File: src/rtl/menu_input_pkg.sv
// Shared key-code definitions for the battle-menu input path.
// Used by menu_input_ctrl, the menu block and the game-state logic.
package menu_input_pkg;

  typedef logic [1:0] key_code_t;

  localparam key_code_t KEY_NONE  = 2'b00;
  localparam key_code_t KEY_RIGHT = 2'b01;
  localparam key_code_t KEY_LEFT  = 2'b10;

  // Button slots in the per-button vectors of menu_input_ctrl
  localparam int BTN_RIGHT  = 0;
  localparam int BTN_LEFT   = 1;
  localparam int BTN_DECIDE = 2;
  localparam int BTN_COUNT  = 3;

  // Both or neither direction maps to KEY_NONE, so 2'b11 is never produced
  function automatic key_code_t encode_keys(input logic left, input logic right);
    key_code_t code;
    case ({left, right})
      2'b01:   code = KEY_RIGHT;
      2'b10:   code = KEY_LEFT;
      default: code = KEY_NONE;
    endcase
    return code;
  endfunction

endpackage

File: src/rtl/button_debounce.sv
// Two-flop synchronizer followed by a counting debouncer for one push-button.
// A change of the synchronized level is accepted only after it has persisted
// for DEBOUNCE_CYCLES consecutive cycles; any bounce back restarts the count.
module button_debounce #(
  parameter int unsigned DEBOUNCE_CYCLES = 650000
) (
  input  logic clk,
  input  logic rst,
  input  logic raw_in,
  output logic stable_out
);

  localparam int unsigned CW = (DEBOUNCE_CYCLES > 1) ? $clog2(DEBOUNCE_CYCLES) : 1;
  localparam logic [CW-1:0] COUNT_LAST = CW'(DEBOUNCE_CYCLES - 1);

  logic          meta_reg;
  logic          sync_reg;
  logic          stable_reg;
  logic [CW-1:0] count_reg;

  // Synchronize the raw pin, then qualify each change with the debounce counter
  always_ff @(posedge clk) begin
    if (rst) begin
      meta_reg   <= 1'b0;
      sync_reg   <= 1'b0;
      stable_reg <= 1'b0;
      count_reg  <= '0;
    end else begin
      meta_reg <= raw_in;
      sync_reg <= meta_reg;
      if (sync_reg == stable_reg) begin
        count_reg <= '0;
      end else if (count_reg == COUNT_LAST) begin
        stable_reg <= sync_reg;
        count_reg  <= '0;
      end else begin
        count_reg <= count_reg + CW'(1);
      end
    end
  end

  assign stable_out = stable_reg;

endmodule

File: src/rtl/menu_input_ctrl.sv
// Button conditioning for the battle menu: debounces left/right/decide,
// encodes the direction key code and drives a clean decide level.
// Optional build macro AUTO_REPEAT_EN adds auto-repeat of a held direction.
module menu_input_ctrl
  import menu_input_pkg::*;
#(
  parameter int unsigned DEBOUNCE_CYCLES = 650000,
  parameter int unsigned REPEAT_DELAY    = 32500000,
  parameter int unsigned REPEAT_PERIOD   = 9750000,
  parameter int unsigned GAP_CYCLES      = 2
) (
  input  logic      clk,
  input  logic      rst,
  input  logic      btn_left_in,
  input  logic      btn_right_in,
  input  logic      btn_decide_in,
  input  logic      enable_in,
  output key_code_t key_input_out,
  output logic      decide_out
);

  // Zero-length timings would make the counters below meaningless
  if ((DEBOUNCE_CYCLES < 1) || (REPEAT_DELAY < 1) || (REPEAT_PERIOD < 1) || (GAP_CYCLES < 1)) begin : g_bad_params
    $error("menu_input_ctrl: all timing parameters must be at least 1");
  end

  // After reset the stable values read 0 regardless of the pins. Arming waits
  // until the debouncers have had time to re-acquire a held button, so a press
  // that spans a reset is not mistaken for a fresh one.
  localparam int unsigned SETTLE = DEBOUNCE_CYCLES + 3;
  localparam int unsigned SW     = $clog2(SETTLE + 1);

  logic [BTN_COUNT-1:0] raw;
  logic [BTN_COUNT-1:0] stable;
  logic [BTN_COUNT-1:0] pressed;
  logic [BTN_COUNT-1:0] armed_reg;
  logic [BTN_COUNT-1:0] armed_next;
  logic [SW-1:0]        settle_reg;
  logic                 settle_done;
  key_code_t            base_code;
  key_code_t            key_reg;
  key_code_t            key_next;
  logic                 decide_reg;
  logic                 decide_next;

  assign raw[BTN_RIGHT]  = btn_right_in;
  assign raw[BTN_LEFT]   = btn_left_in;
  assign raw[BTN_DECIDE] = btn_decide_in;

  genvar gi;
  generate
    for (gi = 0; gi < BTN_COUNT; gi++) begin : g_btn
      button_debounce #(
        .DEBOUNCE_CYCLES(DEBOUNCE_CYCLES)
      ) u_debounce (
        .clk       (clk),
        .rst       (rst),
        .raw_in    (raw[gi]),
        .stable_out(stable[gi])
      );

      // A button arms once seen released while the menu is enabled
      always_comb begin
        armed_next[gi] = armed_reg[gi];
        if (!enable_in) begin
          armed_next[gi] = 1'b0;
        end else if (settle_done && !stable[gi]) begin
          armed_next[gi] = 1'b1;
        end
      end

      assign pressed[gi] = stable[gi] & armed_reg[gi];
    end
  endgenerate

  assign settle_done = (settle_reg == SW'(SETTLE));

  // Post-reset settle counter and arming flags
  always_ff @(posedge clk) begin
    if (rst) begin
      settle_reg <= '0;
      armed_reg  <= '0;
    end else begin
      if (!settle_done) begin
        settle_reg <= settle_reg + SW'(1);
      end
      armed_reg <= armed_next;
    end
  end

  // Key code and decide level the menu should see, before any repeat shaping
  always_comb begin
    base_code   = KEY_NONE;
    decide_next = 1'b0;
    if (enable_in) begin
      base_code   = encode_keys(pressed[BTN_LEFT], pressed[BTN_RIGHT]);
      decide_next = pressed[BTN_DECIDE];
    end
  end

`ifdef AUTO_REPEAT_EN
  localparam int unsigned REPEAT_MAX = (REPEAT_DELAY > REPEAT_PERIOD) ? REPEAT_DELAY : REPEAT_PERIOD;
  localparam int unsigned TW = $clog2(REPEAT_MAX + 1);
  localparam int unsigned GW = $clog2(GAP_CYCLES + 1);
  localparam logic [TW-1:0] DELAY_LAST  = TW'(REPEAT_DELAY - 1);
  localparam logic [TW-1:0] PERIOD_LAST = TW'(REPEAT_PERIOD - 1);
  localparam logic [GW-1:0] GAP_LAST    = GW'(GAP_CYCLES - 1);

  key_code_t     held_reg;
  key_code_t     held_next;
  logic [TW-1:0] timer_reg;
  logic [TW-1:0] timer_next;
  logic [GW-1:0] gap_reg;
  logic [GW-1:0] gap_next;
  logic          in_gap_reg;
  logic          in_gap_next;
  logic          repeated_reg;
  logic          repeated_next;

  // Repeat shaping: count cycles a code is held, then insert a short 00 gap
  // so the menu sees a fresh 00->code edge. Any code change restarts it.
  always_comb begin
    key_next      = base_code;
    held_next     = base_code;
    timer_next    = '0;
    gap_next      = '0;
    in_gap_next   = 1'b0;
    repeated_next = 1'b0;
    if ((base_code != KEY_NONE) && (base_code == held_reg)) begin
      repeated_next = repeated_reg;
      if (in_gap_reg) begin
        key_next    = KEY_NONE;
        in_gap_next = 1'b1;
        gap_next    = gap_reg + GW'(1);
        if (gap_reg == GAP_LAST) begin
          key_next      = base_code;
          in_gap_next   = 1'b0;
          gap_next      = '0;
          repeated_next = 1'b1;
        end
      end else if (timer_reg == (repeated_reg ? PERIOD_LAST : DELAY_LAST)) begin
        key_next    = KEY_NONE;
        in_gap_next = 1'b1;
      end else begin
        timer_next = timer_reg + TW'(1);
      end
    end
  end

  // Repeat timer state
  always_ff @(posedge clk) begin
    if (rst) begin
      held_reg     <= KEY_NONE;
      timer_reg    <= '0;
      gap_reg      <= '0;
      in_gap_reg   <= 1'b0;
      repeated_reg <= 1'b0;
    end else begin
      held_reg     <= held_next;
      timer_reg    <= timer_next;
      gap_reg      <= gap_next;
      in_gap_reg   <= in_gap_next;
      repeated_reg <= repeated_next;
    end
  end
`else
  // Without auto-repeat a held direction produces one edge only
  assign key_next = base_code;
`endif

  // Output registers: no combinational path from any pin to the menu
  always_ff @(posedge clk) begin
    if (rst) begin
      key_reg    <= KEY_NONE;
      decide_reg <= 1'b0;
    end else begin
      key_reg    <= key_next;
      decide_reg <= decide_next;
    end
  end

  assign key_input_out = key_reg;
  assign decide_out    = decide_reg;

endmodule

File: config.mk
export PLATFORM = sky130hd
export DESIGN_NAME = menu_input_ctrl
export DESIGN_NICKNAME = d
export VERILOG_FILES = /design/src/rtl/menu_input_pkg.sv /design/src/rtl/button_debounce.sv /design/src/rtl/menu_input_ctrl.sv
export SDC_FILE = /design/constraint.sdc
export NUM_CORES = 1
export LEC_CHECK = 0
export ABC_AREA = 0
export BUFFER_PORTS_ARGS = -buffer_cell sky130_fd_sc_hd__buf_4
export CORE_UTILIZATION = 55
export CTS_CLUSTER_DIAMETER = 30
export DETAILED_ROUTE_END_ITERATION = 7
export PLACE_DENSITY = 0.71
export SYNTH_ARGS = -nofsm -noshare
export SYNTH_HDL_FRONTEND = slang
export SYNTH_SLANG_ARGS = --single-unit
File: constraint.sdc
create_clock -name clk -period 2.5 [get_ports clk]
set_clock_uncertainty 0.1 [all_clocks]
set_input_delay 0.5 -clock clk [delete_from_list [all_inputs] [get_ports clk]]
set_output_delay 0.5 -clock clk [all_outputs]
set_load 0.02 [all_outputs]
# Word-level counts from Yosys, hierarchy flattened
# Cells that the tools add are included.
[word_totals]
reg_bits = 95
in_bits = 6
out_inout_bits = 3
wordCells = 52
[classes]
addsub = 4
eq_ne = 9
mux = 1
bitwise_logic = 7
n_reduce_logical = 13
[op_table]
columns = ["operator", "n"]
rows = [
  ["adder 20 x 1 -> 20 bit (second input constant)", 4],
  ["== test 20 bit (second input constant)", 4],
  ["OR reduction 3 bit", 3],
  ["AND reduction 2 bit", 3],
  ["inverter 1 bit", 4],
  ["case mux 2 bit (2 select lines)", 1],
  ["AND 1 bit", 3],
  ["== test 1 bit", 3],
  ["logical AND 1 bit", 3],
  ["logical NOT 1 bit", 3],
  ["== test 2 x 1 -> 1 bit (second input constant)", 1],
  ["== test 2 bit (second input constant)", 1],
  ["OR reduction 2 bit", 1],
]

# Logic depth before layout (Yosys ltp)
# Gate-level depths: netlist (run 1).
[logic_depth]
depth_word = 3
mapped_depth = 6
mapped_depth_nobuf = 5

# Cells and area by module
# A second synthesis (run 1) with hierarchy kept.
[hier_totals]
hier_cells = 469
area_unflattened_um2 = 4265.3
[by_module_without_submodules]
columns = ["mod", "n_inst", "cells_each", "area_each_um2"]
rows = [
  ["button_debounce", 3, 114, 1027.2],
  ["menu_input_ctrl", 1, 127, 1183.6],
]

# Worst setup path before layout (run 1)
# No wires, ideal clock.
[synth_path]
kind = "register to register"
startpoint = "reg settle_reg[0]"
endpoint = "reg settle_reg[18]"
setup_ns = 0.086
arrival_time_ns = 1.825
required_ns = 2.314
slack_ns = 0.489
path_stages_with_launch = 6
period_less_slack_ns = 2.011
cell_sequence = "dfxtp_1 > ha_1 > nand3_1 > or4_1 > or3_1 > a211oi_1"
[synth_between]
elab_chain_cells = 1
elab_cells_between_ends = 2
[synth_rtl]
columns = ["item", "line", "source"]
rows = [
  ["start: declaration", "menu_input_ctrl.sv:38", "logic [SW-1:0] settle_reg;"],
  ["start signal: assignment", "menu_input_ctrl.sv:85", "settle_reg <= settle_reg + SW'(1);"],
  ["adder 20 x 1 -> 20 bit or == test 20 bit (tied branches)", "menu_input_ctrl.sv:85, menu_input_ctrl.sv:76", ""],
]
# Parallel ways exist; a longest one is shown, timed or not.
# A chain may end at the register's enable or synchronous reset.

# Worst setup path after layout (run 1)
[layout_path]
startpoint = "reg g_btn[2].u_debounce.count_reg[4]"
endpoint = "reg g_btn[2].u_debounce.count_reg[6]"
[layout_between]
elab_chain_cells = 2
elab_cells_between_ends = 3
[layout_rtl]
columns = ["item", "line", "source"]
rows = [
  ["start: declaration", "button_debounce.sv:19", "logic [CW-1:0] count_reg;"],
  ["start signal: assignment", "button_debounce.sv:37", "count_reg <= count_reg + CW'(1);"],
  ["parallel branches: the longest is 2 deep, another holds adder 20 x 1 -> 20 bit", "--", ""],
]
# Several ways; the timed one is not identified.

==> results of run 1 <==
==> metrics by stage <==
stage / std cells / total power (W) / hold WS [ns]
floorplan: 473 / 0.00160 / 0.314
global placement: 575 / 0.00161 / 0.315
detailed placement: 575 / 0.00161 / 0.328
CTS: 591 / 0.00274 / 0.246
global route: 591 / 0.00280 / 0.277
finish: 591 / 0.00271 / 0.255
==> layer usage <==
metal	global-route usage	vias up	wire length, µm	part of all wire
met3	0.0314	6	126	0.017
met1	0.254	1527	3770	0.51
met5	0	-	0	0
li1	-	1699	-	-
met4	0.0823	0	86	0.012
met2	0.347	20	3440	0.46
==> area by class of cell <==
type | instances | area [µm²] | area share
Multi-Input combinational cell | 348 | 2140 | 0.468
Inverter | 19 | 71.3 | 0.0156
Sequential cell | 95 | 1900 | 0.416
Clock buffer | 10 | 138 | 0.0301
Timing Repair Buffer | 14 | 105 | 0.0230
Tap cell | 99 | 124 | 0.0271
Clock inverter | 6 | 92.6 | 0.0202
==> final timing paths <==
| check | start | endpoint | cells past startpoint |
|---|---|---|---|
| max | g_btn[2].u_debounce.count_reg[4] | g_btn[2].u_debounce.count_reg[6] | 4 |
| min | btn_decide_in | g_btn[2].u_debounce.meta_reg | 2 |
| max reg2reg | g_btn[2].u_debounce.count_reg[4] | g_btn[2].u_debounce.count_reg[6] | 4 |
| min reg2reg | g_btn[2].u_debounce.meta_reg | g_btn[2].u_debounce.sync_reg | 1 |
==> cell families (layout without fill, tap and decap cells) <==
| group | count (synthesis) | in the layout | share of synthesized area |
|---|---|---|---|
| AOI/OAI and AO/OA | 53 | 53 | 0.0782 |
| buffers and inverters | 30 | 49 | 0.0318 |
| and+or+nand+nor | 234 | 234 | 0.301 |
| adders and majority gates | 4 | 4 | 0.0120 |
| muxes | 4 | 4 | 0.0102 |
| DFF | 95 | 95 | 0.455 |
| xor gates and xnor gates | 53 | 53 | 0.111 |
==> report_power, final <==
group          switching (W)   total, W  internal [W]
sequential        0.00000791    0.00153       0.00152
clock               0.000536    0.00113      0.000596
combinational      0.0000283  0.0000479     0.0000196
==> cells in the final DEF (no fill, tap or decap), types with 3 or more instances in the layout <==
| cell | count |
|---|---|
| clkbuf_8 | 10 |
| nor2_1 | 75 |
| xnor2_1 | 42 |
| and3_1 | 8 |
| or4_1 | 5 |
| dfxtp_1 | 95 |
| nor2b_1 | 12 |
| nand4_1 | 22 |
| or3_1 | 12 |
| o221ai_1 | 3 |
| ha_1 | 4 |
| inv_1 | 19 |
| buf_4 | 14 |
| and4_1 | 6 |
| o21ai_0 | 17 |
| nand2_1 | 17 |
| nor4bb_1 | 3 |
| a21oi_1 | 17 |
| nand3_1 | 25 |
| nor3_1 | 17 |
| xor2_1 | 11 |
| o31ai_1 | 4 |
| nor4b_1 | 5 |
| nor4_1 | 12 |
| nand2b_1 | 4 |
==> summary.txt, run 1 <==
Post-CTS Setup Repair Bufs - 0
Post-DP HPWL - 5080 µm
Critical path arrival - 2.31 ns
CTS tree - built
Share of flip-flops with an asynchronous set or reset - 0
Num rows - 31
Leak Pwr - 1.38 nW
Ant. Diodes - 0
Fmax - 458 MHz
Crit path buffers/inverters - 0
Slew headroom - 0.587
Seq cells post-synth - 95
Peak supply drop - 0.000326 V
I/O pins - 9
Hold_buf cts - 0
Worst-path clk slew - 0.10 ns
Pins Over Slew Limit - 0
Critical path cell sequence - or4_1, or4_4, o21ai_4, nor2_1
Antenna violations before repair - 0
Post-DP Area - 0.00434 mm²
Pin count of the biggest net entering global routing - 32
Clock tree root buffer cell - clkbuf_8
Seq/Total Area, Yosys - 0.455
RSZ-0062 raised after global routing - false
Hold Path Class - input port to flop
Synth cell count leaders - dfxtp_1, nor2_1, xnor2_1
Pwr Density - 592 mW/mm²
Ys flop type - dfxtp_1
Core area - 0.00729 mm²
Max Root-Sink Buffers - 2
Grt ovf - 0
Detailed router's first-iteration violation count - 83
Synth top area cells - dfxtp_1, xnor2_1, nor2_1, nand4_1, nand3_1
Post-CTS Resized - 0
Startpoint types - flop
Final setup fails - 0
Status - complete, no violations
Critical path's top delay family - simple AND/OR/NAND/NOR gates
Max-cap violations - 0
Max incr delay on CP - 0.53 ns
Yosys top cell by area - dfxtp_1
Total negative slack - 0 ns
Routed WL - 7420 µm
Vias - 3,252
First-pass GRT wire length - 12,600 µm
Final Hold Fails - 0
Core Util, Final - 0.627
I/O Buffers - 8
Final routed DRC violation total - 0
Count leader, synth - dfxtp_1
Post-synth EDFFs - 0
CP endpoint kind - flop
PnR worst setup slack - 0.318 ns
Skew-Pair Late Insertion Delay - 0.35 ns
Vias in the first global route - 2,936
Synth-to-Final Area Change - 9.53%
Vias per Instance - 5.50
GRT Overall Usage - 0.202
Die X - 89.1 µm
Worst R2R Setup Slack - 0.32 ns
Ys Warns - 0
Crit path max fanout - 19
Cts bufs inserted - 9
Kind of critical path - flop to flop
CP max stage cell - or4_1
Clock sink count - 95
CP Data Required Time - 2.63 ns
Place WS - 0.291 ns
Post-synthesis cell area - 0.00418 mm²
Syn avg cell area - 8.83 µm²
Synth top area share - 0.455
Period minus WS final - 2.18 ns
Routed wire per std cell - 12.5 µm
Max FFs per register - 60
Tcrit/Tclk final - 0.873
Initial cell density of the core - 0.573
Layout Cell Area excl Fill - 0.00457 mm²
Filler instances - 685
Post-layout nets - 497
Share of cells above drive strength 1 - 0.0813
H-tree depth - 3
Slew @ Worst Pin - 0.615 ns
Die height - 89.1 µm
GP Congestion - 0.798
TritonRoute pass-1 iters - 4
Die footprint - 0.00795 mm²
Mapped Cells - 473
Synth unique cells - 48
Antenna Nets Post-Route - 0
Syn Nets - 483
Note: power is estimated with default switching activity, not from simulation.
==> run 2: changes to the inputs <==
- SYNTH_HIERARCHICAL: unset -> 1
==> summary.txt, run 2 <==
Ant. Diodes - 0
CP endpoint kind - flop
Layout Cell Area excl Fill - 0.00458 mm²
Cts bufs inserted - 9
Synth unique cells - 45
Initial cell density of the core - 0.579
Worst-path clk slew - 0.10 ns
Skew-Pair Late Insertion Delay - 0.36 ns
Post-layout nets - 491
I/O pins - 9
Max FFs per register - 60
Worst setup path end - g_btn[1].u_debounce/count_reg[3]
Synth cell count leaders - dfxtp_1, nor2_1, xnor2_1
Final routed DRC violation total - 0
Crit. Startpoint - g_btn[1].u_debounce/count_reg[7]
Vias in the first global route - 3,109
HP Start - btn_decide_in
Commonest non-fill, non-tap cells in the layout - dfxtp_1, nor2_1, xnor2_1
Antenna Nets Post-Route - 0
Tcrit/Tclk final - 0.878
Die X - 90.1 µm
RSZ-0062 raised after global routing - false
Die footprint - 0.00811 mm²
Post-synth EDFFs - 0
Pin count of the biggest net entering global routing - 40
Slew @ Worst Pin - 0.495 ns
Pwr Density - 549 mW/mm²
Slew headroom - 0.669
Share of cells above drive strength 1 - 0.0864
Vias per Instance - 5.74
Clock tree root buffer cell - clkbuf_8
Syn Nets - 479
Worst flop-to-flop path startpoint - g_btn[1].u_debounce/count_reg[7]
Max Root-Sink Buffers - 2
I/O Buffers - 8
Die height - 90.1 µm
Final setup fails - 0
Filler instances - 656
Antenna violations before repair - 0
Post-DP Area - 0.00440 mm²
Mapped Cells - 469
Max-cap violations - 0
Hold Slack - 0.243 ns
Count leader, synth - dfxtp_1
Kind of critical path - flop to flop
Total negative slack - 0 ns
Met2 GRT Util - 0.338
RR Endpoint - g_btn[1].u_debounce/count_reg[3]
Seq/Total Area, Yosys - 0.446
Critical path arrival - 2.32 ns
Seq cells post-synth - 95
First-pass GRT wire length - 13,800 µm
Synth top area share - 0.446
Clock sink count - 95
Crit path max fanout - 18
Post-DP HPWL - 5310 µm
H-tree depth - 3
Core area - 0.00737 mm²
Hold_buf cts - 0
Period minus WS final - 2.20 ns
Share of flip-flops with an asynchronous set or reset - 0
Syn avg cell area - 9.09 µm²
TritonRoute pass-1 iters - 4
Routed WL - 7730 µm
Synth-to-Final Area Change - 7.39%
GRT Overall Usage - 0.206
Busiest layer in global routing - met2
Cells on worst reg2reg path - 4
Num rows - 31
Fmax - 455 MHz
Routed wire per std cell - 13.2 µm
CTS tree - built
Detailed router's first-iteration violation count - 80
Leak Pwr - 1.31 nW
Final Hold Fails - 0
CP Data Required Time - 2.63 ns
Post-CTS Setup Repair Bufs - 0
Worst R2R Setup Slack - 0.30 ns
Grt ovf - 0
Hold Path Class - input port to flop
Peak supply drop - 0.000347 V
Vias - 3,359
Commonest non-fill, non-tap cell in the layout - dfxtp_1
Met1 usage - 0.262
Synth top area cells - dfxtp_1, xnor2_1, nor2_1, xor2_1, nand4_1
Ys flop type - dfxtp_1
Yosys top cell by area - dfxtp_1
Post-CTS Resized - 0
Pins Over Slew Limit - 0
Status - complete, no violations
Startpoint types - flop
Grt met3 use - 0.0626
Post-synthesis cell area - 0.00427 mm²
Ys Warns - 6
GP Congestion - 0.795
-- run 2: cell count changes after synthesis, sizes merged, moves of 6 or more --
| cell | delta |
|---|---|
| and4 | +8 |
| or4 | +6 |
| nor2 | -9 |
| nor4 | +6 |
| xor2 | +11 |
| xnor2 | -9 |
| inv | -7 |
-- run 2: area by class of cell --
class | instances | area, µm² | area share
multi-input cells | 355 | 2270 | 0.496
inverters | 12 | 45.0 | 0.00983
repair buffers | 8 | 60.1 | 0.0131
clock buffers | 9 | 124 | 0.0270
well taps | 99 | 124 | 0.0270
clock inverters | 7 | 55.1 | 0.0120
flip-flops and latches | 95 | 1900 | 0.415
-- run 2: logic make-up (layout without fill, tap and decap cells) --
logic type      after synthesis  after routing  synth area share
xor+xnor                     55             55             0.113
compound gates               50             50            0.0771
buf+inv                      19             36            0.0217
flops                        95             95             0.446
mux                           4              4           0.00939
fa+ha+maj                     4              4            0.0117
simple gates                242            242             0.321
-- run 2: worst min-delay path by stage --
stage,end,cells after the start
after floorplan,g_btn[0].u_debounce/sync_reg,1
after global placement,g_btn[2].u_debounce/sync_reg,1
after detailed placement,g_btn[2].u_debounce/sync_reg,1
after CTS,g_btn[2].u_debounce/meta_reg,2
after global routing,g_btn[2].u_debounce/meta_reg,2
final,g_btn[2].u_debounce/meta_reg,2
-- run 2: power breakdown --
part / switching, W / internal (W)
Clock: 0.000564 / 0.000374
Combinational: 0.0000256 / 0.0000175
Sequential: 0.00000941 / 0.00152
Total: 0.000599 / 0.00191
-- run 2: per-layer routing --
layer,routed length (µm),part of all wire
met5,0,0
met4,127,0.016
met3,214,0.028
met2,3560,0.46
met1,3830,0.50
-- run 2: critical path: stages (launching register included) --
cell     delay [ns]
dfxtp_1        0.35
or4b_1         0.52
or4_4          0.53
o21ai_4        0.45
nor2_1         0.11
-- run 2: stage by stage --
step	power, W	cells	setup slack, ns	util
2_1_floorplan	0.00159	469	0.493	-
3_3_place_gp	0.00161	569	0.359	0.597
3_5_place_dp	0.00161	569	0.318	0.597
4_1_cts	0.00255	585	0.294	0.622
5_1_grt	0.00262	585	0.194	0.622
6_report	0.00251	585	0.304	0.622
